$ cat config.mk
export PLATFORM = sky130hd
export DESIGN_NAME = apb_requester_arbiter_flat
export DESIGN_NICKNAME = d
export VERILOG_FILES = /design/src/rtl/apb_arb_pkg.sv /design/src/rtl/apb_requester_arbiter_if.sv /design/src/rtl/apb_arb_watchdog.sv /design/src/rtl/apb_requester_arbiter.sv /design/src/flat_wrapper.sv
export SDC_FILE = /design/constraint.sdc
export NUM_CORES = 1
export LEC_CHECK = 0
export BUFFER_PORTS_ARGS = -buffer_cell sky130_fd_sc_hd__buf_2
export CORE_ASPECT_RATIO = 1.25
export CORE_UTILIZATION = 49
export CTS_CLUSTER_SIZE = 8
export DETAILED_ROUTE_END_ITERATION = 6
export HOLD_SLACK_MARGIN = 0.06
export PLACE_DENSITY_LB_ADDON = 0.15
export REMOVE_ABC_BUFFERS = 1
export SETUP_SLACK_MARGIN = 0.1
export SYNTH_ARGS = -nofsm -noshare
export SYNTH_HDL_FRONTEND = slang
export SYNTH_SLANG_ARGS = --single-unit
$ cat constraint.sdc
create_clock -name pclk -period 6.4 [get_ports pclk]
set_clock_uncertainty 0.1 [all_clocks]
set_input_delay 1.28 -clock pclk [delete_from_list [all_inputs] [get_ports pclk]]
set_output_delay 1.28 -clock pclk [all_outputs]
set_load 0.05 [all_outputs]
$ cat src/rtl/apb_arb_pkg.sv
// Shared definitions for the two-requester APB arbiter.
//   arb_state_e        : arbiter FSM states
//   TIMEOUT_CYCLES_DEF : default watchdog limit, in ACCESS cycles
package apb_arb_pkg;

    typedef enum logic [1:0] {
        IDLE   = 2'd0,
        SETUP  = 2'd1,
        ACCESS = 2'd2,
        RESP   = 2'd3
    } arb_state_e;

    localparam int unsigned TIMEOUT_CYCLES_DEF = 1023;

endpackage

$ cat src/rtl/apb_requester_arbiter_if.sv
// APB bus bundle shared by the upstream requester ports and the downstream
// completer port.
//   master : requester side (drives psel/penable/command, receives response)
//   slave  : completer side (receives command, drives pready/prdata/pslverr)
interface apb_requester_arbiter_if #(
    parameter int unsigned ADDR_WIDTH = 10,
    parameter int unsigned DATA_WIDTH = 16
);
    localparam int unsigned STRB_WIDTH = DATA_WIDTH / 8;

    logic                  psel;
    logic                  penable;
    logic                  pwrite;
    logic [ADDR_WIDTH-1:0] paddr;
    logic [DATA_WIDTH-1:0] pwdata;
    logic [STRB_WIDTH-1:0] pstrb;
    logic [2:0]            pprot;
    logic [DATA_WIDTH-1:0] prdata;
    logic                  pready;
    logic                  pslverr;

    modport master (
        output psel, penable, pwrite, paddr, pwdata, pstrb, pprot,
        input  prdata, pready, pslverr
    );

    modport slave (
        input  psel, penable, pwrite, paddr, pwdata, pstrb, pprot,
        output prdata, pready, pslverr
    );

endinterface

$ cat src/rtl/apb_arb_watchdog.sv
// ACCESS-phase watchdog for the APB arbiter.
//   clk, rst_n : clock, async active-low reset
//   clear      : restart the count (SETUP entry)
//   tick       : one ACCESS cycle without pready
//   expired_c  : this tick brings the count to TIMEOUT_CYCLES
module apb_arb_watchdog
    import apb_arb_pkg::*;
#(
    parameter int unsigned TIMEOUT_CYCLES = TIMEOUT_CYCLES_DEF
) (
    input  logic clk,
    input  logic rst_n,
    input  logic clear,
    input  logic tick,
    output logic expired_c
);

    localparam int unsigned CNT_WIDTH = $clog2(TIMEOUT_CYCLES + 1);

    logic [CNT_WIDTH-1:0] cnt_q;

    // Saturating wait counter; the FSM leaves ACCESS on the expiring tick.
    always_ff @(posedge clk or negedge rst_n) begin
        if (!rst_n) begin
            cnt_q <= '0;
        end else if (clear) begin
            cnt_q <= '0;
        end else if (tick && (cnt_q != CNT_WIDTH'(TIMEOUT_CYCLES))) begin
            cnt_q <= cnt_q + CNT_WIDTH'(1);
        end
    end

    assign expired_c = tick && (cnt_q == CNT_WIDTH'(TIMEOUT_CYCLES - 1));

endmodule

$ cat src/rtl/apb_requester_arbiter.sv
// Registered, non-interleaving round-robin arbiter sharing one APB completer
// bus between two APB requesters. Optional watchdog (macro
// APB_ARB_TIMEOUT_EN) aborts an ACCESS phase that never sees pready and
// returns pslverr=1, prdata=0 to the requester.
//   pclk, preset_n : clock, async active-low reset
//   req0, req1     : upstream requester ports (req0 wins the first tie)
//   cpl            : shared downstream completer bus
//   busy           : transfer outstanding (SETUP/ACCESS/RESP)
//   grant          : requester currently or last granted
module apb_requester_arbiter
    import apb_arb_pkg::*;
#(
    parameter int unsigned DATA_WIDTH     = 16,
    parameter int unsigned ADDR_WIDTH     = 10,
    parameter int unsigned TIMEOUT_CYCLES = TIMEOUT_CYCLES_DEF
) (
    input  logic                           pclk,
    input  logic                           preset_n,
    apb_requester_arbiter_if.slave         req0,
    apb_requester_arbiter_if.slave         req1,
    apb_requester_arbiter_if.master        cpl,
    output logic                           busy,
    output logic                           grant
);

    localparam int unsigned STRB_WIDTH = DATA_WIDTH / 8;

    if (TIMEOUT_CYCLES < 1) begin : g_bad_timeout
        $error("TIMEOUT_CYCLES must be at least 1");
    end

    arb_state_e            state_q, state_d;
    logic                  pick_c;
    logic                  expired_c;
    logic [DATA_WIDTH-1:0] rsp_rdata_c;
    logic                  rsp_err_c;

    logic                  grant_q, grant_d;
    logic                  busy_q, busy_d;
    logic                  psel_q, psel_d;
    logic                  penable_q, penable_d;
    logic                  pwrite_q, pwrite_d;
    logic [ADDR_WIDTH-1:0] paddr_q, paddr_d;
    logic [DATA_WIDTH-1:0] pwdata_q, pwdata_d;
    logic [STRB_WIDTH-1:0] pstrb_q, pstrb_d;
    logic [2:0]            pprot_q, pprot_d;

    logic                  up0_pready_q, up0_pready_d;
    logic                  up0_pslverr_q, up0_pslverr_d;
    logic [DATA_WIDTH-1:0] up0_prdata_q, up0_prdata_d;
    logic                  up1_pready_q, up1_pready_d;
    logic                  up1_pslverr_q, up1_pslverr_d;
    logic [DATA_WIDTH-1:0] up1_prdata_q, up1_prdata_d;

`ifdef APB_ARB_TIMEOUT_EN
    logic wd_clear_c;
    logic wd_tick_c;

    assign wd_clear_c = (state_q == IDLE) && (state_d == SETUP);
    assign wd_tick_c  = (state_q == ACCESS) && !cpl.pready;

    apb_arb_watchdog #(
        .TIMEOUT_CYCLES (TIMEOUT_CYCLES)
    ) u_watchdog (
        .clk       (pclk),
        .rst_n     (preset_n),
        .clear     (wd_clear_c),
        .tick      (wd_tick_c),
        .expired_c (expired_c)
    );
`else
    assign expired_c = 1'b0;
`endif

    // Request selection: single requester wins, a tie goes to the one not last granted.
    always_comb begin
        pick_c = grant_q;
        if (req0.psel && req1.psel) begin
            pick_c = ~grant_q;
        end else if (req0.psel) begin
            pick_c = 1'b0;
        end else if (req1.psel) begin
            pick_c = 1'b1;
        end
    end

    // State register.
    always_ff @(posedge pclk or negedge preset_n) begin
        if (!preset_n) begin
            state_q <= IDLE;
        end else begin
            state_q <= state_d;
        end
    end

    // Next-state logic; a real pready on the expiry edge is a normal completion.
    always_comb begin
        state_d = state_q;
        case (state_q)
            IDLE:    if (req0.psel || req1.psel) state_d = SETUP;
            SETUP:   state_d = ACCESS;
            ACCESS:  if (cpl.pready || expired_c) state_d = RESP;
            RESP:    state_d = IDLE;
            default: state_d = IDLE;
        endcase
    end

    // Completer response, or the abort response when the watchdog fired.
    always_comb begin
        rsp_rdata_c = cpl.pready ? cpl.prdata : '0;
        rsp_err_c   = cpl.pready ? cpl.pslverr : 1'b1;
    end

    // Next values of all registered outputs.
    always_comb begin
        grant_d       = grant_q;
        busy_d        = (state_d != IDLE);
        psel_d        = 1'b0;
        penable_d     = 1'b0;
        pwrite_d      = pwrite_q;
        paddr_d       = paddr_q;
        pwdata_d      = pwdata_q;
        pstrb_d       = pstrb_q;
        pprot_d       = pprot_q;
        up0_pready_d  = 1'b0;
        up0_pslverr_d = 1'b0;
        up0_prdata_d  = '0;
        up1_pready_d  = 1'b0;
        up1_pslverr_d = 1'b0;
        up1_prdata_d  = '0;
        case (state_q)
            IDLE: begin
                if (state_d == SETUP) begin
                    grant_d = pick_c;
                    psel_d  = 1'b1;
                    if (pick_c) begin
                        pwrite_d = req1.pwrite;
                        paddr_d  = req1.paddr;
                        pwdata_d = req1.pwdata;
                        pstrb_d  = req1.pstrb;
                        pprot_d  = req1.pprot;
                    end else begin
                        pwrite_d = req0.pwrite;
                        paddr_d  = req0.paddr;
                        pwdata_d = req0.pwdata;
                        pstrb_d  = req0.pstrb;
                        pprot_d  = req0.pprot;
                    end
                end
            end
            SETUP: begin
                psel_d    = 1'b1;
                penable_d = 1'b1;
            end
            ACCESS: begin
                if (state_d == RESP) begin
                    // A requester that abandoned its psel gets no response.
                    if (!grant_q && req0.psel) begin
                        up0_pready_d  = 1'b1;
                        up0_prdata_d  = rsp_rdata_c;
                        up0_pslverr_d = rsp_err_c;
                    end
                    if (grant_q && req1.psel) begin
                        up1_pready_d  = 1'b1;
                        up1_prdata_d  = rsp_rdata_c;
                        up1_pslverr_d = rsp_err_c;
                    end
                end else begin
                    psel_d    = 1'b1;
                    penable_d = 1'b1;
                end
            end
            default: ;
        endcase
    end

    // Output registers.
    always_ff @(posedge pclk or negedge preset_n) begin
        if (!preset_n) begin
            grant_q       <= 1'b1;
            busy_q        <= 1'b0;
            psel_q        <= 1'b0;
            penable_q     <= 1'b0;
            pwrite_q      <= 1'b0;
            paddr_q       <= '0;
            pwdata_q      <= '0;
            pstrb_q       <= '0;
            pprot_q       <= '0;
            up0_pready_q  <= 1'b0;
            up0_pslverr_q <= 1'b0;
            up0_prdata_q  <= '0;
            up1_pready_q  <= 1'b0;
            up1_pslverr_q <= 1'b0;
            up1_prdata_q  <= '0;
        end else begin
            grant_q       <= grant_d;
            busy_q        <= busy_d;
            psel_q        <= psel_d;
            penable_q     <= penable_d;
            pwrite_q      <= pwrite_d;
            paddr_q       <= paddr_d;
            pwdata_q      <= pwdata_d;
            pstrb_q       <= pstrb_d;
            pprot_q       <= pprot_d;
            up0_pready_q  <= up0_pready_d;
            up0_pslverr_q <= up0_pslverr_d;
            up0_prdata_q  <= up0_prdata_d;
            up1_pready_q  <= up1_pready_d;
            up1_pslverr_q <= up1_pslverr_d;
            up1_prdata_q  <= up1_prdata_d;
        end
    end

    assign grant        = grant_q;
    assign busy         = busy_q;

    assign cpl.psel     = psel_q;
    assign cpl.penable  = penable_q;
    assign cpl.pwrite   = pwrite_q;
    assign cpl.paddr    = paddr_q;
    assign cpl.pwdata   = pwdata_q;
    assign cpl.pstrb    = pstrb_q;
    assign cpl.pprot    = pprot_q;

    assign req0.pready  = up0_pready_q;
    assign req0.prdata  = up0_prdata_q;
    assign req0.pslverr = up0_pslverr_q;
    assign req1.pready  = up1_pready_q;
    assign req1.prdata  = up1_prdata_q;
    assign req1.pslverr = up1_pslverr_q;

endmodule

$ cat src/flat_wrapper.sv
// flat-port wrapper written by rule: the top's interface ports become plain ports
module apb_requester_arbiter_flat import apb_arb_pkg::*;
#(
    parameter int unsigned DATA_WIDTH     = 16,
    parameter int unsigned ADDR_WIDTH     = 10,
    parameter int unsigned TIMEOUT_CYCLES = TIMEOUT_CYCLES_DEF
)
  (pclk, preset_n, busy, grant, req0_psel, req0_penable, req0_pwrite, req0_paddr, req0_pwdata, req0_pstrb, req0_pprot, req0_prdata, req0_pready, req0_pslverr, req1_psel, req1_penable, req1_pwrite, req1_paddr, req1_pwdata, req1_pstrb, req1_pprot, req1_prdata, req1_pready, req1_pslverr, cpl_psel, cpl_penable, cpl_pwrite, cpl_paddr, cpl_pwdata, cpl_pstrb, cpl_pprot, cpl_prdata, cpl_pready, cpl_pslverr);
  apb_requester_arbiter_if #(.ADDR_WIDTH(ADDR_WIDTH), .DATA_WIDTH(DATA_WIDTH)) req0_i ();
  apb_requester_arbiter_if #(.ADDR_WIDTH(ADDR_WIDTH), .DATA_WIDTH(DATA_WIDTH)) req1_i ();
  apb_requester_arbiter_if #(.ADDR_WIDTH(ADDR_WIDTH), .DATA_WIDTH(DATA_WIDTH)) cpl_i ();
  input  logic pclk;
  input  logic preset_n;
  output logic busy;
  output logic grant;
  input wire logic [$bits(req0_i.psel)-1:0] req0_psel;
  input wire logic [$bits(req0_i.penable)-1:0] req0_penable;
  input wire logic [$bits(req0_i.pwrite)-1:0] req0_pwrite;
  input wire logic [$bits(req0_i.paddr)-1:0] req0_paddr;
  input wire logic [$bits(req0_i.pwdata)-1:0] req0_pwdata;
  input wire logic [$bits(req0_i.pstrb)-1:0] req0_pstrb;
  input wire logic [$bits(req0_i.pprot)-1:0] req0_pprot;
  output wire logic [$bits(req0_i.prdata)-1:0] req0_prdata;
  output wire logic [$bits(req0_i.pready)-1:0] req0_pready;
  output wire logic [$bits(req0_i.pslverr)-1:0] req0_pslverr;
  input wire logic [$bits(req1_i.psel)-1:0] req1_psel;
  input wire logic [$bits(req1_i.penable)-1:0] req1_penable;
  input wire logic [$bits(req1_i.pwrite)-1:0] req1_pwrite;
  input wire logic [$bits(req1_i.paddr)-1:0] req1_paddr;
  input wire logic [$bits(req1_i.pwdata)-1:0] req1_pwdata;
  input wire logic [$bits(req1_i.pstrb)-1:0] req1_pstrb;
  input wire logic [$bits(req1_i.pprot)-1:0] req1_pprot;
  output wire logic [$bits(req1_i.prdata)-1:0] req1_prdata;
  output wire logic [$bits(req1_i.pready)-1:0] req1_pready;
  output wire logic [$bits(req1_i.pslverr)-1:0] req1_pslverr;
  output wire logic [$bits(cpl_i.psel)-1:0] cpl_psel;
  output wire logic [$bits(cpl_i.penable)-1:0] cpl_penable;
  output wire logic [$bits(cpl_i.pwrite)-1:0] cpl_pwrite;
  output wire logic [$bits(cpl_i.paddr)-1:0] cpl_paddr;
  output wire logic [$bits(cpl_i.pwdata)-1:0] cpl_pwdata;
  output wire logic [$bits(cpl_i.pstrb)-1:0] cpl_pstrb;
  output wire logic [$bits(cpl_i.pprot)-1:0] cpl_pprot;
  input wire logic [$bits(cpl_i.prdata)-1:0] cpl_prdata;
  input wire logic [$bits(cpl_i.pready)-1:0] cpl_pready;
  input wire logic [$bits(cpl_i.pslverr)-1:0] cpl_pslverr;
  assign req0_i.psel = req0_psel;
  assign req0_i.penable = req0_penable;
  assign req0_i.pwrite = req0_pwrite;
  assign req0_i.paddr = req0_paddr;
  assign req0_i.pwdata = req0_pwdata;
  assign req0_i.pstrb = req0_pstrb;
  assign req0_i.pprot = req0_pprot;
  assign req0_prdata = req0_i.prdata;
  assign req0_pready = req0_i.pready;
  assign req0_pslverr = req0_i.pslverr;
  assign req1_i.psel = req1_psel;
  assign req1_i.penable = req1_penable;
  assign req1_i.pwrite = req1_pwrite;
  assign req1_i.paddr = req1_paddr;
  assign req1_i.pwdata = req1_pwdata;
  assign req1_i.pstrb = req1_pstrb;
  assign req1_i.pprot = req1_pprot;
  assign req1_prdata = req1_i.prdata;
  assign req1_pready = req1_i.pready;
  assign req1_pslverr = req1_i.pslverr;
  assign cpl_psel = cpl_i.psel;
  assign cpl_penable = cpl_i.penable;
  assign cpl_pwrite = cpl_i.pwrite;
  assign cpl_paddr = cpl_i.paddr;
  assign cpl_pwdata = cpl_i.pwdata;
  assign cpl_pstrb = cpl_i.pstrb;
  assign cpl_pprot = cpl_i.pprot;
  assign cpl_i.prdata = cpl_prdata;
  assign cpl_i.pready = cpl_pready;
  assign cpl_i.pslverr = cpl_pslverr;
  apb_requester_arbiter #(.DATA_WIDTH(DATA_WIDTH), .ADDR_WIDTH(ADDR_WIDTH), .TIMEOUT_CYCLES(TIMEOUT_CYCLES)) u_core (.pclk(pclk), .preset_n(preset_n), .req0(req0_i), .req1(req1_i), .cpl(cpl_i), .busy(busy), .grant(grant));
endmodule
==> results.json <==
{
  "io_buffers": 157,
  "core_region_area_sq_mm": 0.00625,
  "power.total_w": 0.00215,
  "leakagePower_nw": 2.29,
  "htree_num_levels": 3,
  "finalSetupTns_ns": 0,
  "outcome": "finished, final reports clean",
  "crit_start": "cpl_pready",
  "post_cts_resized": 0,
  "worst-path-max-fanout": 33,
  "grt_max_degree": 75,
  "worstPathRequired_ns": 6.53,
  "p_int_w": 0.00118,
  "finalHoldViolations": 0,
  "antenna_found_initial": 0,
  "grt_overflow_total": 0,
  "rsz0062_at_grt": "no",
  "cts_sinks": 74,
  "holdWs_ns": 0.407,
  "hold_class": "flip-flop to flip-flop",
  "hold_buffers": 0,
  "syn_area_sq_mm": 0.00322,
  "hold-path-cell-count": 1,
  "synth_top_family_by_area": "multiplexers",
  "avgRoutedWirePerCell_um": 13.9,
  "nFillCells": 498,
  "reg2reg_depth": 7,
  "yosys.area_share.xor_xnor_pct": 0,
  "io-pin-count": 160,
  "routed_via_density": 4.81,
  "grt.busiest_layer": "met2",
  "die_area_sq_mm": 0.00690,
  "antenna_cells": 0,
  "tightest_slew_ns": 0.899,
  "wirelength_um": 6720,
  "cts.clk_slew.worst_paths_ns": 0.09,
  "drive_gt1_share_pct": 61.8,
  "synth-seq-area-share_pct": 57.6,
  "dr.pass1.iters": 4,
  "row_count": 32,
  "synthMuxAreaShare_pct": 26.1,
  "start_util_pct": 51.5,
  "max_slew_margin_pct": 40.0,
  "grtUsageMet3_pct": 5.98,
  "critPathKind": "input pin to flip-flop",
  "vias": 2333,
  "holdPathEnd": "u_core.cpl.pwdata[3]",
  "timing.rr.start": "u_core.state_q[0]",
  "ys_seq_elements": 74,
  "grtUsageMet2_pct": 33.4,
  "fp.dieW_um": 74.5,
  "min_from": "u_core.cpl.pwdata[3]",
  "cts_buffers": 9,
  "synth_cells": 234,
  "period_minus_slack_ns": 3.09,
  "ir_drop_uv": 262,
  "clkPwrFrac_pct": 15.3,
  "synth_simple_gate_area_share_pct": 8.63,
  "synth_area_leader_cell": "dfrtp_1",
  "synth_top_area_share_pct": 56.8,
  "chipHeight_um": 92.6,
  "post-route-drc-count": 0,
  "cp.arrival_ns": 3.22,
  "grt_use_total_pct": 20.7,
  "cap_viol_max_count": 0,
  "power_density_mw_per_mm2": 506,
  "hpwl_um": 4770,
  "net-switching-power_w": 0.000976,
  "ant_nets": 0,
  "rr_endpoint": "u_core.cpl.pwdata[4]",
  "synth_area_per_cell_sq_um": 13.8,
  "gp_congestion": 0.731,
  "grt_pass1_vias": 2257,
  "r2r_slack_ns": 3.71,
  "synthTopCellsByArea": "dfrtp_1 57%, mux2_4 14%, mux2_2 12%, nor2_1 4.0%, nand2_1 2.1%",
  "synth_compound_area_share_pct": 3.15,
  "post-cts-setup-buffer-count": 0,
  "combPwrFrac_pct": 53.6,
  "grtUsageMet1_pct": 25.4,
  "p_sw_share_pct": 45.3,
  "finalSetupViolCount": 0,
  "cts_tree": "built",
  "end_kind": "flip-flop",
  "finalMaxSlewViolations": 0,
  "synth_warnings": 0,
  "grt_pass1_wl_um": 10500,
  "yosys.cell_types.count": 31,
  "layout_worst_path_cycle_share_pct": 48.3,
  "synth_fa_ha_area_share_pct": 1.94,
  "area_delta_synth_final_pct": 32.2,
  "ctsRootBufferMaster": "clkbuf_8",
  "cp-start-kind": "input pin",
  "drtIter0Drc": 99,
  "pwr-share-seq_pct": 31.0,
  "insertion_delay_ns": 0.34,
  "cts_buffer_depth": 2,
  "final_nets": 488,
  "fmax_mhz": 324
}
==> layout by cell type, fill, tap and decap left out, drive strengths merged, types with 3 or more instances in the layout <==
master and count:
nand2 18, nor2 34, ha 5, buf 160, o21ai 4, clkinv 3
mux2 64, clkbuf 9, dfrtp 73, inv 8
==> worst max path at each step <==
stage                                       to  slack (ns)  depth (start not counted)
final                     u_core.cpl.pwdata[4]        3.31                          6
after global routing      u_core.cpl.pwdata[3]        3.25                          6
after floorplan            u_core.cpl.paddr[0]        2.73                          3
after global placement    u_core.cpl.pwdata[4]        2.98                          6
after detailed placement  u_core.cpl.pwdata[4]        2.95                          6
after CTS                 u_core.cpl.pwdata[3]        3.33                          6
==> critical path, cell delays in order <==
cell and delay [ns]:
buf_2 0.31, o21ai_1 0.15, or3b_1 0.42, a21oi_4 0.15, buf_4 0.48, mux2_2 0.40
==> routing by layer <==
layer,vias up,wire (um),share of wire (%)
met1,1096,2780,41
met4,0,78,1.2
li1,1121,-,-
met2,110,3310,49
met3,6,547,8.1
met5,-,0,0
==> power groups by stage <==
stage          Clock [W]  Combinational (W)  Sequential (W)
2_1_floorplan          0           0.000490         0.00110
3_3_place_gp           0            0.00115        0.000672
3_5_place_dp           0            0.00116        0.000678
4_1_cts         0.000342            0.00116        0.000670
5_1_grt         0.000357            0.00122        0.000687
6_report        0.000330            0.00116        0.000669
==> through the flow <==
step | instance area (sq um) | worst slack (ns) | util [%] | instances
6_report | 4260 | 3.31 | 68.1 | 485
5_1_grt | 4260 | 3.25 | 68.1 | 485
4_1_cts | 4260 | 3.33 | 68.1 | 485
3_5_place_dp | 4070 | 2.95 | 65.2 | 469
3_3_place_gp | 4070 | 2.98 | 65.2 | 469
2_1_floorplan | 3150 | 2.73 | - | 224
==> area by class of cell <==
class | count | area (sq um) | share of cell area, %
Clock buffer | 9 | 124 | 2.91
Inverter | 5 | 18.8 | 0.441
Clock inverter | 7 | 60.1 | 1.41
Sequential cell | 74 | 1850 | 43.5
Tap cell | 85 | 106 | 2.50
Multi-Input combinational cell | 145 | 1280 | 30.2
Timing Repair Buffer | 160 | 808 | 19.0
==> registers in the layout, indices dropped and copies added, names as in the netlist, 2 cells and up <==
| signal | cells |
|---|---|
| u_core.req0.prdata | 16 |
| u_core.req1.prdata | 16 |
| u_core.state_q | 2 |
| u_core.cpl.pwdata | 16 |
| u_core.cpl.pstrb | 2 |
| u_core.cpl.pprot | 3 |
| u_core.cpl.paddr | 10 |
==> Yosys cell counts, drive strengths merged <==
master  number
dfrtp       73
mux2        64
nor2        34
nand2       18
buf          5
clkbuf       5
ha           5
inv          5
o21ai        4
a21oi        2
nand3        2
nor2b        2
o21a         2
or3b         2
a21boi       1
a22oi        1
and3         1
dfstp        1
mux2i        1
nand4        1
nor3         1
nor3b        1
o311ai       1
o31ai        1
or2          1
==> cell families after synthesis <==
logic type | after synthesis
muxes | 65
buffers and inverters | 15
and+or+nand+nor | 63
AOI/OAI and AO/OA | 12
DFF | 74
adders and majority gates | 5
(Power assumes the default switching activity.)
